--- src/rtl/lcd_step_controller_pkg.sv ---
// rtl/lcd_step_controller_pkg.sv - HD44780 command constants and sequencer encodings
package lcd_step_controller_pkg;

  localparam logic [7:0] CLEAR      = 8'h01;
  localparam logic [7:0] LINE1_ADDR = 8'h80;
  localparam logic [7:0] LINE2_ADDR = 8'hC0;

  localparam int BUF_DEPTH = 32;
  localparam int INIT_CMDS = 4;
  localparam int CLEAR_IDX = 2;

  typedef enum logic [2:0] {
    INIT,
    ADDR1,
    CHARS1,
    ADDR2,
    CHARS2
  } state_t;

  typedef enum logic [1:0] {
    SETUP,
    PULSE,
    HOLD
  } phase_t;

  // Init order: function set, display control, clear, entry mode.
  function automatic logic [7:0] init_cmd(
    input logic [1:0] idx,
    input logic [7:0] func_set,
    input logic [7:0] disp_ctrl,
    input logic [7:0] entry_mode
  );
    case (idx)
      2'd0:    return func_set;
      2'd1:    return disp_ctrl;
      2'd2:    return CLEAR;
      default: return entry_mode;
    endcase
  endfunction

endpackage

--- src/rtl/lcd_step_controller_if.sv ---
// rtl/lcd_step_controller_if.sv - Host write port and LCD pin bundle
interface lcd_step_controller_if;

  logic       wr_en;
  logic [4:0] wr_addr;
  logic [7:0] wr_data;
  logic [7:0] lcd_data;
  logic       lcd_rs;
  logic       lcd_rw;
  logic       lcd_en;
  logic       init_done;
  logic       frame_done;

  modport master (
    output wr_en, wr_addr, wr_data,
    input  lcd_data, lcd_rs, lcd_rw, lcd_en, init_done, frame_done
  );

  modport slave (
    input  wr_en, wr_addr, wr_data,
    output lcd_data, lcd_rs, lcd_rw, lcd_en, init_done, frame_done
  );

endinterface

--- src/rtl/lcd_step_edge.sv ---
// rtl/lcd_step_edge.sv - Rising-edge detector for the divider step clock
module lcd_step_edge (
  input  logic clock_in,
  input  logic reset,
  input  logic step_clk,
  output logic step
);

  logic step_prev;

  // Resetting to 1 suppresses a step when step_clk is already high at release.
  always_ff @(posedge clock_in) begin
    if (reset) begin
      step_prev <= 1'b1;
    end else begin
      step_prev <= step_clk;
    end
  end

  assign step = step_clk & ~step_prev;

endmodule

--- src/rtl/lcd_step_controller.sv ---
// rtl/lcd_step_controller.sv - Step-paced HD44780 init and 2x16 refresh sequencer
module lcd_step_controller #(
  parameter logic [7:0] FUNC_SET         = 8'h38,
  parameter logic [7:0] DISP_CTRL        = 8'h0C,
  parameter logic [7:0] ENTRY_MODE       = 8'h06,
  parameter int         CLEAR_WAIT_STEPS = 2
) (
  input logic                   clock_in,
  input logic                   reset,
  input logic                   step_clk,
  lcd_step_controller_if.slave  bus
);

  import lcd_step_controller_pkg::*;

  logic step;

  lcd_step_edge u_step_edge (
    .clock_in (clock_in),
    .reset    (reset),
    .step_clk (step_clk),
    .step     (step)
  );

  logic [7:0] char_buf [BUF_DEPTH];

  always_ff @(posedge clock_in) begin
    if (reset) begin
      for (int i = 0; i < BUF_DEPTH; i++) begin
        char_buf[i] <= 8'h20;
      end
    end else if (bus.wr_en) begin
      char_buf[bus.wr_addr] <= bus.wr_data;
    end
  end

  state_t     state, state_n;
  phase_t     phase, phase_n;
  logic [4:0] idx, idx_n;
  logic [7:0] wait_cnt, wait_n;
  logic [7:0] data_q, data_n;
  logic       rs_q, rs_n;
  logic       en_q, en_n;
  logic       init_q, init_n;
  logic       frame_q, frame_n;
  logic [7:0] cur_byte;
  logic       cur_rs;

  always_ff @(posedge clock_in) begin
    if (reset) begin
      state    <= INIT;
      phase    <= SETUP;
      idx      <= '0;
      wait_cnt <= '0;
      data_q   <= '0;
      rs_q     <= 1'b0;
      en_q     <= 1'b0;
      init_q   <= 1'b0;
      frame_q  <= 1'b0;
    end else begin
      state    <= state_n;
      phase    <= phase_n;
      idx      <= idx_n;
      wait_cnt <= wait_n;
      data_q   <= data_n;
      rs_q     <= rs_n;
      en_q     <= en_n;
      init_q   <= init_n;
      frame_q  <= frame_n;
    end
  end

  // Byte the current transaction would latch at its SETUP step.
  always_comb begin
    cur_byte = 8'h00;
    cur_rs   = 1'b0;
    unique case (state)
      INIT:   cur_byte = init_cmd(idx[1:0], FUNC_SET, DISP_CTRL, ENTRY_MODE);
      ADDR1:  cur_byte = LINE1_ADDR;
      ADDR2:  cur_byte = LINE2_ADDR;
      CHARS1,
      CHARS2: begin
        cur_byte = char_buf[idx];
        cur_rs   = 1'b1;
      end
      default: cur_byte = 8'h00;
    endcase
  end

  always_comb begin
    state_n = state;
    phase_n = phase;
    idx_n   = idx;
    wait_n  = wait_cnt;
    data_n  = data_q;
    rs_n    = rs_q;
    en_n    = en_q;
    init_n  = init_q;
    frame_n = 1'b0;

    if (step) begin
      if (wait_cnt != 8'd0) begin
        wait_n = wait_cnt - 8'd1;
      end else begin
        unique case (phase)
          SETUP: begin
            data_n  = cur_byte;
            rs_n    = cur_rs;
            en_n    = 1'b0;
            phase_n = PULSE;
          end
          PULSE: begin
            en_n    = 1'b1;
            phase_n = HOLD;
          end
          HOLD: begin
            en_n    = 1'b0;
            phase_n = SETUP;
            idx_n   = idx + 5'd1;
            unique case (state)
              INIT: begin
                if (idx == 5'(INIT_CMDS - 1)) begin
                  idx_n   = '0;
                  init_n  = 1'b1;
                  state_n = ADDR1;
                end else if (idx == 5'(CLEAR_IDX)) begin
                  wait_n = 8'(CLEAR_WAIT_STEPS);
                end
              end
              ADDR1: begin
                idx_n   = idx;
                state_n = CHARS1;
              end
              CHARS1: begin
                if (idx == 5'd15) begin
                  state_n = ADDR2;
                end
              end
              ADDR2: begin
                idx_n   = idx;
                state_n = CHARS2;
              end
              CHARS2: begin
                // idx wraps 31 -> 0 on this same step.
                if (idx == 5'd31) begin
                  state_n = ADDR1;
                  frame_n = 1'b1;
                end
              end
              default: state_n = INIT;
            endcase
          end
          default: phase_n = SETUP;
        endcase
      end
    end
  end

  assign bus.lcd_data   = data_q;
  assign bus.lcd_rs     = rs_q;
  assign bus.lcd_rw     = 1'b0;
  assign bus.lcd_en     = en_q;
  assign bus.init_done  = init_q;
  assign bus.frame_done = frame_q;

endmodule

--- src/flat_wrapper.sv ---
// flat-port wrapper written by rule: the top's interface ports become plain ports
module lcd_step_controller_flat import lcd_step_controller_pkg::*;
#(
  parameter logic [7:0] FUNC_SET         = 8'h38,
  parameter logic [7:0] DISP_CTRL        = 8'h0C,
  parameter logic [7:0] ENTRY_MODE       = 8'h06,
  parameter int         CLEAR_WAIT_STEPS = 2
)
  (clock_in, reset, step_clk, bus_wr_en, bus_wr_addr, bus_wr_data, bus_lcd_data, bus_lcd_rs, bus_lcd_rw, bus_lcd_en, bus_init_done, bus_frame_done);
  lcd_step_controller_if bus_i ();
  input logic clock_in;
  input logic reset;
  input logic step_clk;
  input wire logic [$bits(bus_i.wr_en)-1:0] bus_wr_en;
  input wire logic [$bits(bus_i.wr_addr)-1:0] bus_wr_addr;
  input wire logic [$bits(bus_i.wr_data)-1:0] bus_wr_data;
  output wire logic [$bits(bus_i.lcd_data)-1:0] bus_lcd_data;
  output wire logic [$bits(bus_i.lcd_rs)-1:0] bus_lcd_rs;
  output wire logic [$bits(bus_i.lcd_rw)-1:0] bus_lcd_rw;
  output wire logic [$bits(bus_i.lcd_en)-1:0] bus_lcd_en;
  output wire logic [$bits(bus_i.init_done)-1:0] bus_init_done;
  output wire logic [$bits(bus_i.frame_done)-1:0] bus_frame_done;
  assign bus_i.wr_en = bus_wr_en;
  assign bus_i.wr_addr = bus_wr_addr;
  assign bus_i.wr_data = bus_wr_data;
  assign bus_lcd_data = bus_i.lcd_data;
  assign bus_lcd_rs = bus_i.lcd_rs;
  assign bus_lcd_rw = bus_i.lcd_rw;
  assign bus_lcd_en = bus_i.lcd_en;
  assign bus_init_done = bus_i.init_done;
  assign bus_frame_done = bus_i.frame_done;
  lcd_step_controller #(.FUNC_SET(FUNC_SET), .DISP_CTRL(DISP_CTRL), .ENTRY_MODE(ENTRY_MODE), .CLEAR_WAIT_STEPS(CLEAR_WAIT_STEPS)) u_core (.clock_in(clock_in), .reset(reset), .step_clk(step_clk), .bus(bus_i));
endmodule
--- config.mk ---
export PLATFORM = sky130hd
export DESIGN_NAME = lcd_step_controller_flat
export DESIGN_NICKNAME = d
export VERILOG_FILES = /design/src/rtl/lcd_step_controller_pkg.sv /design/src/rtl/lcd_step_controller_if.sv /design/src/rtl/lcd_step_edge.sv /design/src/rtl/lcd_step_controller.sv /design/src/flat_wrapper.sv
export SDC_FILE = /design/constraint.sdc
export NUM_CORES = 1
export LEC_CHECK = 0
export CORE_ASPECT_RATIO = 1.2
export CORE_UTILIZATION = 45
export CTS_CLUSTER_SIZE = 10
export DETAILED_ROUTE_END_ITERATION = 10
export GPL_TIMING_DRIVEN = 0
export PLACE_DENSITY = 0.73
export RECOVER_POWER = 50
export SLEW_MARGIN = 30
export SYNTH_ARGS = -nofsm -noshare
export SYNTH_HDL_FRONTEND = slang
export SYNTH_HIERARCHICAL = 1
export SYNTH_SLANG_ARGS = --single-unit
--- constraint.sdc ---
create_clock -name clock_in -period 5 [get_ports clock_in]
set_input_delay 1 -clock clock_in [delete_from_list [all_inputs] [get_ports clock_in]]
set_output_delay 1 -clock clock_in [all_outputs]
set_load 0.02 [all_outputs]
==> impl_results.md, run 1 <==
* Status: completed
* Setup crit end kind: register
* # DRC at 0
* Synthesis-stage register bit count at 292
* Primary FF master, synth: edfxtp_1
* DRT antenna net count at 0
* Core ar. at 0.0297 mm^2
* Sequential power share at 52.2%
* Cell variety after synth at 54
* Placer congestion estimate at 0.872
* Row count at 69
* NetSw at 1.15 mW
* Static Leak at 5.03 nW
* Yosys top cell area share at 56.4%
* Dominant cell by count in the synthesized netlist: edfxtp_1
* RSZ-0062 raised after global routing: no
* Clk pwr share at 43.2%
* CTS Sinks at 292
* Pwr/cell area at 348 mW/mm^2
* Final wirelength at 35,000 um
* Die height at 193 um
* Async set-or-reset flop fraction in the synthesized netlist at 0%
* CTS tree: yes
* GRT Resource Usage Total at 23.4%
* Synth area leader: edfxtp_1
* Seq/Total Area, Yosys at 61.7%
* WP data arrival at 4.12 ns
* Layout area overhead at 13.0%
* Die X-Extent at 161 um
* Setup repair bufs after CTS at 0
* Combinational share of power at 4.6%
* Pint at 4.21 mW
* Worst VDD drop at 255 uV
* Final TNS setup at 0 ns
* Reg-to-reg endpoint: u_core/bus.lcd_data[1]
* Fraction of final layout cells sized beyond drive strength 1 at 14.4%
* Synthesized cell area at 0.0136 mm^2
* Max_slew headroom at 20.3%
* Setup Skew at 0.0246 ns
* I/O pin total at 30
* Hold Vio Cnt, Final at 0
* Antenna diodes at 0
* Final nets at 1,087
* Top cells by count, synth: edfxtp_1 (256), and2_1 (224), nor2_1 (62)
* Post-Syn Instances at 996
* Post-cts sizing count at 0
* Initial antenna violation count at 0
* Number of H-tree levels at 2
* Max-cap violations at 0
* Syn Area/Cell at 13.7 um^2
* Seq. cell area at 0.00841 mm^2
* Final worst path period share at 74.5%
* Die area at 0.0310 mm^2
* Min-delay worst type: register to register
* Final Util at 51.9%
* Worst Path Required at 5.39 ns
* Via count at 8,514
* CTS max path bufs at 3
* First-pass GRT wire length at 52,800 um
* Syn_nets at 1,022
* Max frequency at 269 MHz
* Worst hold endpoint: u_core/bus.init_done
* Worst skew pair latency at 0.53 ns
* Sw frac at 21.5%
* Area of the multi-input gates at 0.00491 mm^2
* Worst Hold Launch: u_core/bus.init_done
* # setup viols final at 0
* Hold buffer count at cts at 0
* Yosys warning count at 6
* Final critical-path setup slack at 1.28 ns
* # port buffers at 28
* DR WL/cell at 23.9 um
* Starting Density at 45.9%
* Setup slack, reg-to-reg at 1.28 ns
* Post-layout min period at 3.72 ns
* DR iter-0 viols at 877
* Largest net degree at the start of global routing at 12
* Reg2Reg Depth at 7
* First-pass DRT Iterations at 6
* Worst Setup Start Kind: register
* Hold Worst Slack at 0.474 ns
* Reg clk slew, reported paths at 0.05 ns
* DP Wirelength at 24,700 um
* Hold Path Stages at 2
* Slew Viols, Final at 0
* Post-synth EDFFs at 256
* Root Buffer: clkbuf_16
* Dpl ws at 1.01 ns
* Crit path max fanout at 10
* Crit path kind: register to register
* Synth top area cells: edfxtp_1 (56%), and2_1 (10%), mux4_2 (8.8%)
* GRT overflow at 0
* DR vias/cell at 5.82
* Worst-Margin Slew at 1.19 ns
* Filler instances at 2,506
* Vias in the first global route at 8,526
* Cts bufs inserted at 35
state kept, by name, indices dropped and copies added, names as in the netlist, named ones only:
signal,flops
u_core/wait_cnt,8
u_core/idx,5
u_core/bus.lcd_data,8
u_core/bus.lcd_en,1
u_core/char_buf,256
u_core/bus.lcd_rs,1
u_core/bus.frame_done,1
u_core/phase,2
u_core/u_step_edge/step_prev,1
u_core/state,3
u_core/bus.init_done,1
how the worst max path moves through the flow:
| stage | to | slack, ns | cells after the start |
|---|---|---|---|
| floorplan | u_core/char_buf[16][0] | 2.49 | 6 |
| global placement | u_core/char_buf[25][3] | 1.07 | 7 |
| detailed placement | u_core/char_buf[27][6] | 1.01 | 6 |
| CTS | u_core/char_buf[27][5] | 1.53 | 6 |
| global route | u_core/bus.lcd_data[1] | 1.02 | 7 |
| finish | u_core/bus.lcd_data[1] | 1.28 | 7 |
power groups by stage:
stage | Combinational (mW) | Sequential (mW) | Clock, mW
after floorplan | 0.140 | 2.83 | 0
after global placement | 0.242 | 2.84 | 0
after detailed placement | 0.246 | 2.85 | 0
after CTS | 0.247 | 2.80 | 2.35
after global routing | 0.261 | 2.81 | 2.44
final | 0.246 | 2.80 | 2.32
cell families (layout without fill, tap and decap cells):
logic type	count (synthesis)	in the layout	synth area share [%]
and+or+nand+nor	441	441	18.9
DFF	292	292	61.7
muxes	100	100	12.3
buffers and inverters	75	152	2.27
AOI/OAI and AO/OA	71	71	3.49
adders and majority gates	9	9	0.826
xor gates and xnor gates	7	7	0.450
other	1	1	0.0275
metal layers:
layer  routed length, um  global-route usage [%]  part of all wire [%]
met5                   0                       0                     0
met4                1570                    11.7                   4.5
met3                2770                    3.78                   7.9
met2               17700                    40.7                    50
met1               13000                    28.3                    37
stage by stage:
step	std cells	area, um^2	power, mW
finish	1463	15400	5.36
global route	1463	15400	5.51
CTS	1463	15400	5.40
detailed placement	1414	14400	3.10
global placement	1414	14400	3.09
floorplan	996	13600	2.97
worst max-delay path: stages, from the launching register on:
cell and delay, ns:
dfxtp_1 0.31, clkbuf_1 0.64, buf_4 0.39, clkbuf_1 0.91, mux4_2 0.62, mux2_1 0.43
o22ai_1 0.18, o31ai_1 0.10
layout make-up:
class | count | share of cell area, %
tap | 390 | 3.17
clock buffer | 45 | 6.06
clock inverter | 4 | 0.544
sequential | 292 | 54.5
timing repair buffer | 28 | 1.82
buffer | 69 | 1.85
inverter | 6 | 0.146
multi-input combinational | 629 | 31.9
placed cells by master, fill, tap and decap left out, types with 9 or more instances in the layout:
cell,instances
or3_1,37
nor2b_1,13
mux2_2,13
o22ai_1,11
clkdlybuf4s50_1,14
a21oi_1,22
buf_2,10
dlygate4sd3_1,14
nand2_1,20
mux4_2,53
or2_2,30
ha_1,9
nor2_1,62
dfxtp_1,36
clkbuf_1,61
nor3_1,12
and2_0,111
and2_1,113
edfxtp_1,256
clkbuf_16,36
mux2i_1,33
Power figures use the tool's default switching activity.
==> run 2, diff against run 1 <==
Settings changed: PLACE_DENSITY 0.73 to 0.75.
Clock period 5 ns to 3.23 ns, I/O delays scaled along.
==> impl_results.md, run 2 (synthesized netlist as in run 1, its figures left out) <==
* DR iter-0 viols at 898
* # port buffers at 28
* DR vias/cell at 5.82
* Crit path max-delay family: simple AND/OR/NAND/NOR gates
* DRT antenna net count at 0
* Slowest CP cell: clkdlybuf4s50_1
* Setup Skew at 0.0185 ns
* Sw frac at 21.2%
* Pwr Total at 8.18 mW
* Worst skew pair latency at 0.52 ns
* Reg clk slew, reported paths at 0.05 ns
* Core ar. at 0.0297 mm^2
* Worst path most repeated cell: nor2_1
* Post-layout min period at 3.11 ns
* Slowest cell delay on critical path at 0.64 ns
* Sequential power share at 53.1%
* Worst Hold Launch: u_core/bus.init_done
* First-pass GRT wire length at 52,400 um
* Final wirelength at 34,800 um
* Final nets at 1,087
* Leading cell type in the layout, fill and taps excluded: edfxtp_1
* DR WL/cell at 23.8 um
* Setup crit end kind: register
* Layout area overhead at 12.8%
* Clk pwr share at 42.2%
* Die height at 193 um
* Via count at 8,515
* Max_slew headroom at 30.2%
* Vias in the first global route at 8,608
* Row count at 69
* NetSw at 1.73 mW
* Final Util at 51.8%
* Final worst path period share at 96.3%
* Initial antenna violation count at 0
* Reg with most FFs: u_core/char_buf
* Worst hold endpoint: u_core/bus.init_done
* # setup viols final at 0
* Crit. path cell count at 7
* Filler instances at 2,460
* Pint at 6.44 mW
* GRT overflow at 0
* I/O pin total at 30
* CTS Sinks at 292
* CP cell instances: clkdlybuf4s50_1 -> nand2b_1 -> nor2_1 -> nand2_1 -> clkbuf_1 -> nor2_1 -> or2_2
* GRT Resource Usage Total at 23.1%
* Largest register FFs at 256
* Most frequent cells in the layout: edfxtp_1 (256), and2_1 (117), and2_0 (107)
* Starting Density at 45.9%
* DP Wirelength at 25,000 um
* Worst VDD drop at 314 uV
* Static Leak at 5.03 nW
* Crit path max fanout at 10
* Die area at 0.0310 mm^2
* Worst-Margin Slew at 1.05 ns
* Setup slack, reg-to-reg at 0.27 ns
* # DRC at 0
* Hold Vio Cnt, Final at 0
* Setup repair bufs after CTS at 0
* Status: completed
* Buffers and inverters on the worst path at 2
* Combinational share of power at 4.7%
* Die X-Extent at 161 um
* RSZ-0062 raised after global routing: no
* Fraction of final layout cells sized beyond drive strength 1 at 14.7%
* Slew Viols, Final at 0
* Reg-to-reg endpoint: u_core/bus.lcd_data[7]
* Min-delay worst type: register to register
* Hold Path Stages at 2
* Number of H-tree levels at 2
* Placer congestion estimate at 0.888
* Reg2Reg Depth at 8
* Root Buffer: clkbuf_16
* Pwr/cell area at 532 mW/mm^2
* Cts bufs inserted at 35
* CTS max path bufs at 3
* Worst Path Required at 3.41 ns
* Max frequency at 322 MHz
* WP data arrival at 3.29 ns
* Worst Setup Start Kind: primary input
* Crit path kind: primary input to register
* Largest net degree at the start of global routing at 12
* CTS tree: yes
* Antenna diodes at 0
* First-pass DRT Iterations at 5
* Max-cap violations at 0
## run 2: changes by cell type in the layout (fill, tap and decap cells not counted), moves of 2 or more
cell | before | now
clkbuf_1 | 61 | 58
and2_0 | 111 | 107
buf_2 | 10 | 12
and2_1 | 113 | 117
## run 2: worst min-delay path: cells and delay by family (launching register included)
kind            cells  cell delay, ns
compound gates      1            0.04
flops               1            0.32
simple gates        1            0.07
## run 2: worst max path at each step
stage / start / endpoint / slack (ns)
5_1_grt: reset / u_core/char_buf[25][1] / 0.05
2_1_floorplan: register / u_core/bus.lcd_data[6] / 1.04
6_report: reset / u_core/char_buf[25][1] / 0.12
3_3_place_gp: reset / u_core/char_buf[16][5] / -0.37
3_5_place_dp: reset / u_core/char_buf[27][1] / -0.39
4_1_cts: reset / u_core/char_buf[16][5] / 0.09
## run 2: power by group through the flow
stage	combinational [mW]	clock, mW	sequential, mW
final	0.381	3.45	4.34
after global routing	0.401	3.64	4.35
after CTS	0.380	3.49	4.34
after detailed placement	0.378	0	4.42
after global placement	0.373	0	4.40
after floorplan	0.216	0	4.38
## run 2: metal layers
layer	track usage (%)	routed length [um]	vias to the layer above	share of wire (%)
li1	-	-	3779	-
met1	27.7	13200	4279	38
met2	41.2	17800	370	51
met3	3.44	2400	87	6.9
met4	10.0	1420	0	4.1
met5	0	0	-	0
## run 2: layout make-up
cell class,instances,area (um^2),share of cell area [%]
inverters,6,22.5,0.146
clock buffers,45,945,6.14
clock inverters,4,33.8,0.220
repair buffers,28,280,1.82
multi-input cells,629,4910,31.9
flip-flops and latches,292,8410,54.7
well taps,390,488,3.17
plain buffers,69,288,1.87
## run 2: through the flow
| stage | TNS, ns | hold slack (ns) | setup slack (ns) | cells | area, um^2 |
|---|---|---|---|---|---|
| final | 0 | 0.468 | 0.120 | 1463 | 15400 |
| after global routing | 0 | 0.517 | 0.0454 | 1463 | 15400 |
| after CTS | 0 | 0.481 | 0.0922 | 1463 | 15400 |
| after detailed placement | -21.34 | 0.465 | -0.390 | 1414 | 14400 |
| after global placement | -16.20 | 0.455 | -0.369 | 1414 | 14400 |
| after floorplan | 0 | 0.459 | 1.04 | 996 | 13600 |
## run 2: timing repair
item / CTS / global route
setup endpoints to repair: 0 / 24
hold buffers: 0 / 0
gates resized for setup: 0 / 3
